==> src/rtl/bcd_pkg.sv <==
// Shared BCD types and helpers for the scanned BCD counter.
package bcd_pkg;

  typedef logic [3:0] bcd_t;

  localparam bcd_t BCD_MAX = 4'd9;

  function automatic logic is_bcd(bcd_t d);
    return d <= BCD_MAX;
  endfunction

endpackage

==> src/rtl/bcd_counter_scan_cell.sv <==
// One BCD digit register with ripple carry/borrow to the next digit.
import bcd_pkg::*;

module bcd_digit_cell (
  input  logic clk,
  input  logic rst_n,
  input  logic inc,
  input  logic dec,
  input  logic clr,
  input  logic load,
  input  bcd_t ld_val,
  output bcd_t q,
  output logic carry_out,
  output logic borrow_out
);

  assign carry_out  = inc && (q == BCD_MAX);
  assign borrow_out = dec && (q == 4'd0);

  always_ff @(posedge clk or negedge rst_n) begin
    if (!rst_n) begin
      q <= '0;
    end else if (clr) begin
      q <= '0;
    end else if (load) begin
      q <= ld_val;
    end else if (inc) begin
      q <= carry_out ? 4'd0 : q + 4'd1;
    end else if (dec) begin
      q <= borrow_out ? BCD_MAX : q - 4'd1;
    end
  end

endmodule

==> src/rtl/bcd_counter_scan.sv <==
// Multi-digit BCD up/down counter with a free-running digit scan-out.
import bcd_pkg::*;

module bcd_counter_scan #(
  parameter int NUM_DIGITS = 4,
  parameter int SCAN_DIV   = 4
) (
  input  logic                    clk,
  input  logic                    rst_n,
  input  logic                    clr,
  input  logic                    load,
  input  logic [4*NUM_DIGITS-1:0] load_val,
  input  logic                    en,
  input  logic                    up_dn,
  output logic [4*NUM_DIGITS-1:0] count,
  output logic                    carry,
  output logic                    load_err,
  output logic [3:0]              d_out,
  output logic [NUM_DIGITS-1:0]   dig_sel
);

  localparam int DW = (SCAN_DIV > 1) ? $clog2(SCAN_DIV) : 1;
  localparam int IW = (NUM_DIGITS > 1) ? $clog2(NUM_DIGITS) : 1;

  logic            ld_ok;
  logic            cnt_go;
  logic [NUM_DIGITS:0] inc_c;
  logic [NUM_DIGITS:0] dec_c;
  bcd_t            q [NUM_DIGITS];

  always_comb begin
    ld_ok = 1'b1;
    for (int i = 0; i < NUM_DIGITS; i++) begin
      if (!is_bcd(load_val[4*i +: 4])) ld_ok = 1'b0;
    end
  end

  // A rejected load still blocks counting that cycle.
  assign cnt_go   = en && !clr && !load;
  assign inc_c[0] = cnt_go && up_dn;
  assign dec_c[0] = cnt_go && !up_dn;

  for (genvar i = 0; i < NUM_DIGITS; i++) begin : g_dig
    bcd_digit_cell u_cell (
      .clk       (clk),
      .rst_n     (rst_n),
      .inc       (inc_c[i]),
      .dec       (dec_c[i]),
      .clr       (clr),
      .load      (load && ld_ok),
      .ld_val    (load_val[4*i +: 4]),
      .q         (q[i]),
      .carry_out (inc_c[i+1]),
      .borrow_out(dec_c[i+1])
    );
    assign count[4*i +: 4] = q[i];
  end

  always_ff @(posedge clk or negedge rst_n) begin
    if (!rst_n) begin
      carry    <= 1'b0;
      load_err <= 1'b0;
    end else begin
      carry    <= inc_c[NUM_DIGITS] || dec_c[NUM_DIGITS];
      load_err <= !clr && load && !ld_ok;
    end
  end

  logic [DW-1:0]         div;
  logic [IW-1:0]         idx;
  bcd_t                  cur;
  logic [NUM_DIGITS-1:0] sel;

  always_comb begin
    cur = '0;
    sel = '0;
    for (int i = 0; i < NUM_DIGITS; i++) begin
      if (idx == IW'(i)) begin
        cur    = q[i];
        sel[i] = 1'b1;
      end
    end
  end

  always_ff @(posedge clk or negedge rst_n) begin
    if (!rst_n) begin
      div     <= '0;
      idx     <= '0;
      d_out   <= '0;
      dig_sel <= NUM_DIGITS'(1);
    end else begin
      d_out   <= cur;
      dig_sel <= sel;
      if (div == DW'(SCAN_DIV - 1)) begin
        div <= '0;
        idx <= (idx == IW'(NUM_DIGITS - 1)) ? '0 : idx + 1'b1;
      end else begin
        div <= div + 1'b1;
      end
    end
  end

endmodule
==> config.mk <==
export PLATFORM = sky130hd
export DESIGN_NAME = bcd_counter_scan
export DESIGN_NICKNAME = d
export VERILOG_FILES = /design/src/rtl/bcd_pkg.sv /design/src/rtl/bcd_counter_scan_cell.sv /design/src/rtl/bcd_counter_scan.sv
export SDC_FILE = /design/constraint.sdc
export NUM_CORES = 1
export LEC_CHECK = 0
export BUFFER_PORTS_ARGS = -buffer_cell sky130_fd_sc_hd__buf_2
export CAP_MARGIN = 20
export CELL_PAD_IN_SITES_DETAIL_PLACEMENT = 1
export CELL_PAD_IN_SITES_GLOBAL_PLACEMENT = 1
export CORE_AREA = 2 2 83 85
export DETAILED_ROUTE_END_ITERATION = 8
export DIE_AREA = 0 0 85 87
export PLACE_DENSITY = 0.76
export SLEW_MARGIN = 20
export SYNTH_ARGS = -nofsm -noshare
export SYNTH_HDL_FRONTEND = slang
export SYNTH_HIERARCHICAL = 1
export SYNTH_SLANG_ARGS = --single-unit
==> constraint.sdc <==
create_clock -name clk -period 2.85 [get_ports clk]
set_input_delay 0.285 -clock clk [delete_from_list [all_inputs] [get_ports clk]]
set_output_delay 0.285 -clock clk [all_outputs]
set_load 0.02 [all_outputs]
Yosys cells after proc, flatten, opt, wreduce, memory -nomap -nowiden:

Cells that the tools add are included.

* magnitude comparators: 4
* equality and inequality tests: 8
* reductions and logical operators: 29
* multiplexer cells: 38
* add/subtract/negate cells: 10

Operators by type and width (number)
* $mux W4: 28
* $add A4 B1 Y4 const B: 4
* $eq A4 B4 Y1 const B: 4
* $le A4 B4 Y1 const B: 4
* $logic_not A4 Y1: 4
* $reduce_bool A4 Y1: 4
* $sub A4 B1 Y4 const B: 4
* $logic_and A1 B1 Y1: 15
* $mux W1: 8
* $eq A2 B2 Y1 const B: 3
* $add A2 B1 Y2 const B: 2
* $logic_not A1 Y1: 4
* $mux W2: 2
* $eq A2 B1 Y1 const B: 1
* $logic_not A2 Y1: 1
* $logic_or A1 B1 Y1: 1

* bits in registers: 30
* logic and storage cells: 99
* output and inout port bits: 26
* input bits: 22

Logic depth before layout (Yosys ltp):

Gate-level depths: netlist (run 1).

* word-level depth: 13
* depth in mapped cells: 12

Cells and area by module:

The synthesis (run 1) kept the hierarchy.

Modules (own cells, without submodules)
* bcd_digit_cell at g_dig[1].u_cell ...: cells each 53, sequential area each 100.1 µm², area an instance 419.2 µm², times used 3
* bcd_counter_scan: cells each 64, sequential area each 351.6 µm², area an instance 654.4 µm², times used 1
* bcd_digit_cell at g_dig[0].u_cell: cells each 56, sequential area each 100.1 µm², area an instance 440.4 µm², times used 1

Worst setup path after synthesis (run 1):

OpenSTA, ideal clock, no wires.

* kind: flip-flop to flip-flop
* start: reg g_dig[0].u_cell.q[1]
* end: reg g_dig[3].u_cell.q[2]
* library setup time: 0.121 ns
* arrival time: 2.858 ns
* cell stages (with the launch flop): 12
* period minus slack after synthesis: 2.979 ns
* setup slack: -0.129 ns
* path buffers: 3
* required time: 2.729 ns
* cells stage by stage: dfrtp_1 -> inv_1 -> ha_1 -> and4b_1 -> clkbuf_1 -> and3_1 -> clkbuf_1 -> and3_1 -> clkbuf_1 -> nor3_1 -> a21o_1 -> a22o_2

* elaborated cells between the ends (all ways): 17
* classes of those cells: eq/ne (1); mux (6); reduce/logical (10)

RTL lines
* from (decl): line bcd_counter_scan_cell.sv:12 `output bcd_t q,`
* from (signal assigned): line bcd_counter_scan_cell.sv:26 `q <= ld_val;`
* from (signal assigned): line bcd_counter_scan_cell.sv:28 `q <= carry_out ? 4'd0 : q + 4'd1;`
* from (signal assigned): line bcd_counter_scan_cell.sv:30 `q <= borrow_out ? BCD_MAX : q - 4'd1;`
* $eq A4 B4 Y1 *: line bcd_counter_scan_cell.sv:17 `assign carry_out = inc && (q == BCD_MAX);`
* $logic_and A1 B1 Y1 *: line bcd_counter_scan_cell.sv:17
* net inc_c[1]: line bcd_counter_scan.sv:27 `logic [NUM_DIGITS:0] inc_c;`
* $logic_and A1 B1 Y1 *: line bcd_counter_scan_cell.sv:17
* net inc_c[2]: line bcd_counter_scan.sv:27
* $logic_and A1 B1 Y1 *: line bcd_counter_scan_cell.sv:17
* net inc_c[3]: line bcd_counter_scan.sv:27
* $logic_and A1 B1 Y1: line bcd_counter_scan_cell.sv:17
* $mux W4: line bcd_counter_scan_cell.sv:28
* $mux W4: line bcd_counter_scan_cell.sv:27 `end else if (inc) begin`
* $mux W4: line bcd_counter_scan_cell.sv:25 `end else if (load) begin`
* $mux W4: line bcd_counter_scan_cell.sv:23 `end else if (clr) begin`
* to (signal assigned): line bcd_counter_scan_cell.sv:26
* to (signal assigned): line bcd_counter_scan_cell.sv:28
* to (signal assigned): line bcd_counter_scan_cell.sv:30
* to (decl): line bcd_counter_scan_cell.sv:12

The timed path passes the listed nets; every way through them passes the cells marked *. The select of a mux whose other input is x is not followed.
A chain may end at the register's enable or synchronous reset.

Worst setup path in the final report (run 1):

* start: reg g_dig[0].u_cell.q[1]
* end: reg g_dig[3].u_cell.q[2]

* cells in the longest elaborated chain, start to end: 10
* elaborated cells between the ends (all ways): 17
* classes of those cells: eq/ne (1); mux (6); reduce/logical (10)

RTL lines
* $logic_not A4 Y1: line bcd_counter_scan_cell.sv:18 `assign borrow_out = dec && (q == 4'd0);`
* $logic_and A1 B1 Y1: line bcd_counter_scan_cell.sv:18
* net dec_c[1]: line bcd_counter_scan.sv:28 `logic [NUM_DIGITS:0] dec_c;`
* $logic_and A1 B1 Y1: line bcd_counter_scan_cell.sv:18
* net dec_c[2]: line bcd_counter_scan.sv:28
* $logic_and A1 B1 Y1: line bcd_counter_scan_cell.sv:18
* net dec_c[3]: line bcd_counter_scan.sv:28
* $logic_and A1 B1 Y1: line bcd_counter_scan_cell.sv:18
* net dec_c[4]: line bcd_counter_scan.sv:28
* $mux W4: line bcd_counter_scan_cell.sv:30
* $mux W4: line bcd_counter_scan_cell.sv:29 `end else if (dec) begin`
* $mux W4: line bcd_counter_scan_cell.sv:27
* $mux W4: line bcd_counter_scan_cell.sv:25
* $mux W4: line bcd_counter_scan_cell.sv:23

The timed path passes the listed nets, and every way through them passes these cells. The select of a mux whose other input is x is not followed.

==> results.md, run 1 <==
- DP Area: 0.00271 mm²
- Cts hold-fix bufs: 0
- Avg Synthesized Cell Area: 8.43 µm²
- Postcts setup bufs: 0
- I/O pin cnt: 48
- GR peak layer: met2
- Clk_skew: 0.00907 ns
- Post-Route WL: 6940 µm
- Final antenna-violating net count: 0
- Clk slew on worst S/H paths: 0.07 ns
- Commonest non-fill, non-tap cell in the layout: buf_2
- CP Capture Type: register
- Largest net degree at the start of global routing: 35
- Cells after DPL: 406
- CP Data Required Time: 3.03 ns
- Asr flop ratio synth: 1.00
- Fin. max-slew vios: 0
- Total GRT Usage: 0.196
- Design area: 0.00282 mm²
- Die Height: 87 µm
- Mapped cell area: 0.00235 mm²
- DRT iter0 DRCs: 82
- Met3 Use GR: 0.0246
- Top cell type's share of synthesized area: 0.309
- Peak supply drop: 0.187 mV
- Total power: 1250 µW
- Max Fclk: 398 MHz
- Number of CTS-inserted buffers: 5
- Fin nets: 376
- Status: finished, final reports clean
- Critical path class: register to register
- DRC Markers: 0
- Fin Setup TNS: 0 ns
- Top cells by area, synth: dfrtp_1 31%, ha_1 11%, inv_1 4.5%
- Startpoint types: register
- Cell taking the most area after synthesis: dfrtp_1
- Vias in the first global route: 2,268
- Detailed placement HPWL: 5250 µm
- Routed WL per cell: 16.8 µm
- Core box area: 0.00657 mm²
- Post-Synthesis Cells: 279
- Hold crit path type: primary input to asynchronous set/reset pin
- Most frequent cells in the layout: 47 x buf_2, 29 x dfrtp_1, 28 x inv_1, 28 x nand2_1
- First-pass GRT wire length: 11,500 µm
- Seq/Total Area, Yosys: 0.320
- Register-to-Register Path Depth: 10
- Synth warn: 6
- Cell row count: 30
- Via count: 2,255
- # setup viols final: 0
- Gr ovfl total: 0
- Final worst slack: 0.336 ns
- Die Wd: 85 µm
- Clk_lat worst skew: 0.29 ns
- Net Count, Synth: 322
- Ant. Diodes: 0
- Post-cts repair resize count: 0
- Crit path max fanout: 10
- Top FF cell, synth: dfrtp_1
- Initial core utilization: 0.358
- Initial antenna violation count: 0
- # clock sinks: 30
- CTS tree: built
- Root Driver: clkbuf_8
- DIE AREA: 0.00740 mm²
- Post-synth EDFFs: 0
- Finished Layout Cells: 414
- Slew HR: 0.526
- Area added between synthesis and finish: 19.9%
- Minimum clock period: 2.51 ns
- Slew at the pin closest to its max-slew limit: 0.711 ns
- Via density: 5.45
- Yosys cell types: 48
- Met1 usage: 0.255
- Pwr Density: 445 mW/mm²
- Worst path arrival time: 2.69 ns
- Max clock buf depth: 2
- Endpoints failing hold: 0
- Router iterations before antenna repair: 4
- Layout cells sized above 1: 0.234
- Leak: 0.00131 µW
- Tcrit/Tclk final: 0.882
- PortBufs: 47
- H-tree levels: 2
- Met2 Use GR: 0.342
- Unrepaired setup endpoints after global routing: no
- Routability cong.: 0.862
- Post-place setup slack: 0.256 ns
- FF+latch count, synth: 30
- Max_cap viols: 0
-- critical path: stages, from the launching register on --
cell      delay (ns)
dfrtp_1         0.45
inv_1           0.15
ha_1            0.21
nand2_1         0.10
nor3_2          0.17
and4bb_4        0.26
and4bb_4        0.31
and4bb_4        0.29
or4b_1          0.12
nand4_1         0.08
a22o_2          0.26
-- synthesized netlist by cell type (4+ instances only) --
master,n
nor2b_1,7
inv_1,28
o21ai_1,11
a21oi_1,18
nor4_1,4
nor2_1,12
nand2_1,28
a22o_1,4
dfrtp_1,29
clkbuf_1,6
nor4b_1,4
ha_1,21
nand4_1,4
o21ai_0,21
xor2_1,4
xnor2_1,4
nor3_1,20
-- cell type report --
class	count	area (µm²)
Sequential cell	30	752
Clock buffer	7	86.3
Tap cell	80	100
Clock inverter	1	30.0
Fill cell	818	3750
Timing Repair Buffer	57	310
Multi-Input combinational cell	210	1430
Inverter	29	109
-- power breakdown --
group,switching [µW],internal (µW),leakage [µW]
sequential,48.6,449,0.000404
clock,167,285,0.0000585
combinational,176,129,0.000846
-- state kept, by name (all words and copies together) (netlist names) --
name / flops
d_out: 4
load_err: 1
dig_sel: 4
div: 2
g_dig.u_cell/q: 16
idx: 2
carry: 1
-- metrics by stage --
step / util / hold slack [ns]
6_report: 0.430 / 0.0466
3_5_place_dp: 0.412 / 0.377
3_3_place_gp: 0.412 / 0.375
4_1_cts: 0.430 / 0.0687
5_1_grt: 0.430 / 0.0922
2_1_floorplan: - / -0.0106
-- per-layer routing --
metal | up-vias | part of all wire
met4 | 0 | 0.015
met5 | - | 0
li1 | 1108 | -
met2 | 42 | 0.49
met3 | 8 | 0.029
met1 | 1097 | 0.47
-- kinds of logic (layout without fill, tap and decap cells) --
family	count (synthesis)	after routing	share of synthesized area
XOR/XNOR	8	8	0.0298
AO/OA/AOI/OAI	79	79	0.213
buffers and inverters	39	94	0.0718
flip-flops	30	30	0.320
adder cells (fa/ha/maj)	21	21	0.112
AND/OR/NAND/NOR	102	102	0.254
-- path summary, 6_finish.rpt --
path / start / to / slack, ns
max in group asynchronous: rst_n / dig_sel[3]$_DFF_PN0_ / 2.35
max reg2reg: g_dig[0].u_cell/q[1]$_DFFE_PN0P_ / g_dig[3].u_cell/q[2]$_DFFE_PN0P_ / 0.34
min reg2reg: div[0]$_DFF_PN0_ / div[0]$_DFF_PN0_ / 0.44
min: rst_n / load_err$_DFF_PN0_ / 0.05
min in group clk: load / load_err$_DFF_PN0_ / 0.29
max: g_dig[0].u_cell/q[1]$_DFFE_PN0P_ / g_dig[3].u_cell/q[2]$_DFFE_PN0P_ / 0.34
Note: power is estimated with default switching activity, not from simulation.
==> inputs of run 2 (changes only) <==
--- a/config.mk
+++ b/config.mk
@@ -5,14 +5,15 @@
 export SDC_FILE = /design/constraint.sdc
 export NUM_CORES = 1
 export LEC_CHECK = 0
+export ABC_AREA = 1
 export BUFFER_PORTS_ARGS = -buffer_cell sky130_fd_sc_hd__buf_2
 export CAP_MARGIN = 20
 export CELL_PAD_IN_SITES_DETAIL_PLACEMENT = 1
 export CELL_PAD_IN_SITES_GLOBAL_PLACEMENT = 1
-export CORE_AREA = 2 2 83 85
+export CORE_AREA = 2 2 89 91
 export DETAILED_ROUTE_END_ITERATION = 8
-export DIE_AREA = 0 0 85 87
-export PLACE_DENSITY = 0.76
+export DIE_AREA = 0 0 91 93
+export PLACE_DENSITY = 0.75
 export SLEW_MARGIN = 20
 export SYNTH_ARGS = -nofsm -noshare
 export SYNTH_HDL_FRONTEND = slang
==> run 2 against run 1 <==
Net effect: clock-buffer cell count is 1 lower; cell count rose by 32%; critical path depth is 9 higher; core utilization fell by 3.1 points; combinational power is 87% higher; clock skew down 0.0021 ns; cell area rose by 6.2%; area after synthesis grew 7.7%; synthesized cell count grew 40%; sequential power rose by 21%; total power is 38% higher; critical path type unchanged; largest power group unchanged; highest routed layer unchanged.
==> results.md, run 2 <==
- Final antenna-violating net count: 0
- Area added between synthesis and finish: 18.3%
- Slew at the pin closest to its max-slew limit: 0.724 ns
- Total GRT Usage: 0.191
- Top Family by Delay on Critical Path: buffers and inverters
- Worst hold slack: 0.0479 ns
- I/O pin cnt: 48
- Fin. max-slew vios: 0
- Crit path max-delay cell type: dfrtp_1
- Count leader, synth: nand2_1
- Reg2Reg Setup Slack: 0.29 ns
- Clock share of power: 0.324
- Post-synth EDFFs: 0
- Internal power: 1060 µW
- Detailed placement HPWL: 5910 µm
- Xor and xnor fraction of the mapped netlist area: 0.0208
- Combinational family with the most area after synthesis: simple AND/OR/NAND/NOR gates
- CP Data Required Time: 3.03 ns
- Crit path max fanout: 8
- Die Wd: 91 µm
- Gr ovfl total: 0
- Pwr Density: 579 mW/mm²
- Max Fclk: 390 MHz
- Critical R2R Capture: g_dig[3].u_cell/q[0]$_DFFE_PN0P_
- Simple-gate share of the synthesized area: 0.408
- First-pass GRT wire length: 13,000 µm
- Top cells by area, synth: dfrtp_1 29%, nand2_1 18%, ha_1 10%
- Clk_lat worst skew: 0.29 ns
- Max_cap viols: 0
- Cell row count: 32
- Complex-gate fraction of the synthesized area: 0.0667
- Switching Share: 0.390
- Asr flop ratio synth: 1.00
- Initial core utilization: 0.336
- Via density: 4.78
- Post-Route WL: 7560 µm
- Routed WL per cell: 13.9 µm
- Slew HR: 0.517
- Largest regs: g_dig.u_cell/q (16), d_out (4), dig_sel (4)
- Max clock buf depth: 2
- DRT iter0 DRCs: 60
- Post-Synthesis Cells: 391
- Leak: 0.00177 µW
- CTS tree: built
- Worst path arrival time: 2.74 ns
- CP Capture Type: register
- Fin nets: 485
- Critical path endpoint: g_dig[3].u_cell/q[0]$_DFFE_PN0P_
- Seq/Total Area, Yosys: 0.297
- Yosys cell types: 23
- Cell taking the most area after synthesis: dfrtp_1
- Core box area: 0.00753 mm²
- H-tree levels: 2
- Clk_skew: 0.00695 ns
- Net Count, Synth: 434
- DRC Markers: 0
- Number of CTS-inserted buffers: 5
- Cts hold-fix bufs: 0
- Register Area: 752 µm²
- # setup viols final: 0
- Combinational fraction of design power: 0.329
- Largest register by flop count: g_dig.u_cell/q
- Ant. Diodes: 0
- Post-cts repair resize count: 0
- Register-to-Register Path Depth: 19
- Most frequent cells in the layout: 123 x nand2_1, 68 x nor2_1, 47 x buf_2
- Multiplexer area fraction after synthesis: 0
- Avg Synthesized Cell Area: 6.48 µm²
- Peak supply drop: 0.221 mV
- # clock sinks: 30
- Die Height: 93 µm
- Hold crit path type: primary input to asynchronous set/reset pin
- Mapped cell area: 0.00253 mm²
- Fin Setup TNS: 0 ns
- Largest net degree at the start of global routing: 31
- Routability cong.: 0.904
- Status: finished, final reports clean
- FF+latch count, synth: 30
- Critical Path Max Stage Delay: 0.48 ns
- Router iterations before antenna repair: 4
- Max reg flops: 16
- RR Startpoint: g_dig[0].u_cell/q[1]$_DFFE_PN0P_
- Multi-input gate area: 0.00152 mm²
- Vias in the first global route: 2,728
- Register share of total power: 0.347
- Layout cells sized above 1: 0.205
- Postcts setup bufs: 0
- Crit. Startpoint: g_dig[0].u_cell/q[1]$_DFFE_PN0P_
- Fillers: 1,049
- PortBufs: 47
- Top cell type's share of synthesized area: 0.287
- Synth Area in Adders: 0.104
- Synth cell count leaders: 123 x nand2_1, 68 x nor2_1, 42 x inv_1
- Tcrit/Tclk final: 0.900
- Commonest non-fill, non-tap cell in the layout: nand2_1
- Critical Path Stages: 19
- Buf/Inv on CP: 8
- CP Cell Sequence: inv_1 -> ha_1 -> nand4_2 -> inv_1 -> nand2_1 -> inv_1 -> nand2_2 -> inv_2 -> nand2_1 -> inv_1 -> nand2_2 -> inv_2 -> nand2_1 -> inv_1 -> nand2_2 -> inv_2 -> nor2_1 -> o21ai_1 -> o21ai_1
- Initial antenna violation count: 0
- Endpoints failing hold: 0
- Most Frequent Cell on Critical Path: inv_1
- Root Driver: clkbuf_8
- Switching power total: 677 µW
- Startpoint types: register
- Unrepaired setup endpoints after global routing: no
- Top FF cell, synth: dfrtp_1
- Clk slew on worst S/H paths: 0.08 ns
- Synth warn: 6
- Via count: 2,605
- Critical path class: register to register
- Minimum clock period: 2.56 ns
- DIE AREA: 0.00846 mm²
==> run 2: cell types whose count changed after synthesis, moves of 7 or more <==
cell / previous run / this run
a21oi_1: 18 / 5
nand2_1: 28 / 123
inv_1: 28 / 42
nand3_1: 0 / 29
nor2b_1: 7 / 0
inv_2: 1 / 9
nor3_1: 20 / 0
nor2_1: 12 / 68
nor2_2: 0 / 11
==> run 2: stage by stage <==
stage	utilization	setup slack [ns]	power (µW)	cells	cell area [µm²]
floorplan	-	0.580	997	391	2530
global placement	0.379	0.404	1160	537	2850
detailed placement	0.379	0.284	1180	537	2850
CTS	0.398	0.303	1750	545	3000
global route	0.398	0.0188	1850	545	3000
finish	0.398	0.286	1740	545	3000
==> run 2: logic make-up (layout without fill, tap and decap cells) <==
family / count (synthesis) / after routing
xor gates and xnor gates: 6 / 6
adders and majority gates: 21 / 21
buffers and inverters: 59 / 111
DFF: 30 / 30
AOI/OAI and AO/OA: 31 / 31
and+or+nand+nor: 244 / 244
==> run 2: area by class of cell <==
cell class,instances,area share
flip-flops and latches,30,0.251
clock buffers,6,0.0276
clock inverters,2,0.0200
inverters,54,0.0689
well taps,102,0.0426
multi-input cells,302,0.506
repair buffers,49,0.0835
==> run 2: power groups by stage <==
stage	Combinational (µW)	Clock [µW]	Sequential, µW
2_1_floorplan	387	0	610
3_3_place_gp	552	0	610
3_5_place_dp	566	0	612
4_1_cts	576	572	604
5_1_grt	647	585	619
6_report	570	563	603
==> run 2: routing by layer <==
layer | global-route usage | routed length (µm) | vias to the layer above
met3 | 0.0201 | 222 | 12
met1 | 0.238 | 3460 | 1247
met4 | 0.0619 | 139 | 0
li1 | - | - | 1298
met5 | 0 | 0 | -
met2 | 0.344 | 3740 | 48
==> run 2: how the worst min path moves through the flow <==
stage,startpoint,endpoint,slack (ns)
floorplan,rst_n,carry$_DFF_PN0_,-0.01
global placement,rst_n,dig_sel[3]$_DFF_PN0_,0.39
detailed placement,rst_n,dig_sel[3]$_DFF_PN0_,0.39
CTS,rst_n,d_out[2]$_DFF_PN0_,0.07
global route,rst_n,d_out[2]$_DFF_PN0_,0.09
finish,rst_n,g_dig[3].u_cell/q[1]$_DFFE_PN0P_,0.05
==> inputs of run 3 (changes only) <==
--- a/config.mk
+++ b/config.mk
@@ -10,11 +10,10 @@
 export CAP_MARGIN = 20
 export CELL_PAD_IN_SITES_DETAIL_PLACEMENT = 1
 export CELL_PAD_IN_SITES_GLOBAL_PLACEMENT = 1
-export CORE_AREA = 2 2 89 91
+export CORE_AREA = 2 2 85 95
 export DETAILED_ROUTE_END_ITERATION = 8
-export DIE_AREA = 0 0 91 93
+export DIE_AREA = 0 0 87 97
 export PLACE_DENSITY = 0.75
-export SLEW_MARGIN = 20
 export SYNTH_ARGS = -nofsm -noshare
 export SYNTH_HDL_FRONTEND = slang
 export SYNTH_HIERARCHICAL = 1
==> constraint.sdc (replaced) <==
create_clock -name clk -period 2.85 [get_ports clk]
set_input_delay 0.57 -clock clk [delete_from_list [all_inputs] [get_ports clk]]
set_output_delay 0.57 -clock clk [all_outputs]
set_load 0.02 [all_outputs]
==> run 3 against run 2 <==
Net effect: fmax increased by 7.2%; setup slack improved by 0.17 ns; core utilization increased by 0.89 points; sequential power about the same; sequential share of layout area decreased by 0.094 points; cell count decreased by 2.0%; routed wire length decreased by 2.4%; register-to-register slack improved by 0.17 ns; global-route usage decreased by 0.10 points; via count decreased by 1.2%; die area decreased by 0.28%; largest power group unchanged.
==> results.md, run 3 (synthesis gave the netlist of run 2 again) <==
- Status: finished, final reports clean
- Most frequent cells in the layout: 123 x nand2_1, 68 x nor2_1, 47 x buf_2
- Total GRT Usage: 0.189
- Critical path class: register to register
- Core box area: 0.00739 mm²
- CP Cell Sequence: ha_1 -> nand4_2 -> inv_1 -> nand2_1 -> inv_1 -> nand2_2 -> inv_2 -> nand2_1 -> inv_1 -> nand2_2 -> inv_2 -> nand2_1 -> inv_1 -> nand2_2 -> nand3_2 -> nand2_1 -> nand2_1 -> nand2_1 -> nand2_1 -> nand2_1
- Unrepaired setup endpoints after global routing: no
- Post-place setup slack: 0.166 ns
- Final worst slack: 0.458 ns
- # clock sinks: 30
- Clk_lat worst skew: 0.29 ns
- Leak: 0.00179 µW
- Critical R2R Capture: g_dig[3].u_cell/q[3]$_DFFE_PN0P_
- Hold crit path type: primary input to asynchronous set/reset pin
- Combinational fraction of design power: 0.330
- Clk slew on worst S/H paths: 0.07 ns
- Routed WL per cell: 13.8 µm
- DRC Markers: 0
- DIE AREA: 0.00844 mm²
- Root Driver: clkbuf_8
- First-pass GRT wire length: 12,700 µm
- Switching power total: 657 µW
- Peak supply drop: 0.186 mV
- Ant. Diodes: 0
- Max Fclk: 418 MHz
- Initial core utilization: 0.343
- Commonest non-fill, non-tap cell in the layout: nand2_1
- Fin nets: 489
- H-tree levels: 2
- Fin. max-slew vios: 0
- Largest register by flop count: g_dig.u_cell/q
- Crit path max-delay cell type: dfrtp_1
- Cts hold-fix bufs: 0
- Crit path max fanout: 8
- Minimum clock period: 2.39 ns
- Post-Route WL: 7390 µm
- Clk_skew: 0.00402 ns
- CTS tree: built
- Max_cap viols: 0
- Register-to-Register Path Depth: 20
- Final antenna-violating net count: 0
- Cell row count: 33
- Worst path arrival time: 2.57 ns
- Clock share of power: 0.321
- Routability cong.: 0.881
- Pwr Density: 571 mW/mm²
- Endpoints failing hold: 0
- Gr ovfl total: 0
- PortBufs: 47
- Reg2Reg Setup Slack: 0.46 ns
- Critical Path Max Stage Delay: 0.54 ns
- Initial antenna violation count: 0
- Detailed placement HPWL: 5770 µm
- Worst hold slack: 0.325 ns
- Die Wd: 87 µm
- Largest net degree at the start of global routing: 31
- Postcts setup bufs: 0
- Largest regs: g_dig.u_cell/q (16), d_out (4), dig_sel (4)
- I/O pin cnt: 48
- Most Frequent Cell on Critical Path: nand2_1
- Fin Setup TNS: 0 ns
- Register share of total power: 0.349
- Post-cts repair resize count: 0
- Crit. Startpoint: g_dig[0].u_cell/q[0]$_DFFE_PN0P_
- CP Data Required Time: 3.03 ns
- # setup viols final: 0
- Max reg flops: 16
- Critical path endpoint: g_dig[3].u_cell/q[3]$_DFFE_PN0P_
- RR Startpoint: g_dig[0].u_cell/q[0]$_DFFE_PN0P_
- Via count: 2,574
- Die Height: 97 µm
- Slew HR: 0.538
- CP Capture Type: register
- Internal power: 1060 µW
- Vias in the first global route: 2,731
- Startpoint types: register
- Number of CTS-inserted buffers: 5
- Router iterations before antenna repair: 4
- DRT iter0 DRCs: 78
- Tcrit/Tclk final: 0.839
- Slew at the pin closest to its max-slew limit: 0.693 ns
- Max clock buf depth: 2
- Via density: 4.82
- Layout cells sized above 1: 0.213
- Area added between synthesis and finish: 18.8%
- Switching Share: 0.382
==> run 3: power groups by stage <==
stage | clock [µW] | combinational, µW | sequential, µW
floorplan | 0 | 387 | 610
global placement | 0 | 551 | 608
detailed placement | 0 | 565 | 609
CTS | 570 | 575 | 601
global route | 595 | 654 | 614
finish | 552 | 567 | 600
==> run 3: cell type report <==
type | instances | area (µm²)
multi-input combinational | 302 | 1520
tap | 87 | 109
inverter | 54 | 206
clock buffer | 6 | 82.6
clock inverter | 2 | 60.1
sequential | 30 | 752
fill | 1015 | 4380
timing repair buffer | 53 | 280
==> run 3: stage by stage <==
| step | utilization | instances | power (µW) | instance area, µm² |
|---|---|---|---|---|
| 2_1_floorplan | - | 391 | 997 | 2530 |
| 3_3_place_gp | 0.388 | 526 | 1160 | 2870 |
| 3_5_place_dp | 0.388 | 526 | 1170 | 2870 |
| 4_1_cts | 0.407 | 534 | 1750 | 3010 |
| 5_1_grt | 0.407 | 534 | 1860 | 3010 |
| 6_report | 0.407 | 534 | 1720 | 3010 |
==> run 3: how the worst min path moves through the flow <==
| stage | from | endpoint | slack, ns | cells after the start |
|---|---|---|---|---|
| after floorplan | rst_n | carry$_DFF_PN0_ | 0.27 | 0 |
| after global routing | rst_n | div[1]$_DFF_PN0_ | 0.38 | 1 |
| final | rst_n | dig_sel[3]$_DFF_PN0_ | 0.32 | 1 |
| after detailed placement | div[0]$_DFF_PN0_ | div[0]$_DFF_PN0_ | 0.42 | 1 |
| after CTS | rst_n | div[1]$_DFF_PN0_ | 0.35 | 1 |
| after global placement | div[0]$_DFF_PN0_ | div[0]$_DFF_PN0_ | 0.41 | 1 |
==> run 3: worst max-delay path, delay by kind of cell (launching register included) <==
family | cells | cell delay [ns]
AND/OR/NAND/NOR | 13 | 0.95
flip-flops | 1 | 0.54
buffers and inverters | 6 | 0.58
adder cells (fa/ha/maj) | 1 | 0.22
==> run 3: per-layer routing <==
layer | routed length [µm] | vias to the layer above | GRT usage
li1 | - | 1312 | -
met3 | 278 | 4 | 0.0341
met5 | 0 | - | 0
met4 | 61 | 0 | 0.0517
met2 | 3750 | 46 | 0.333
met1 | 3300 | 1212 | 0.233
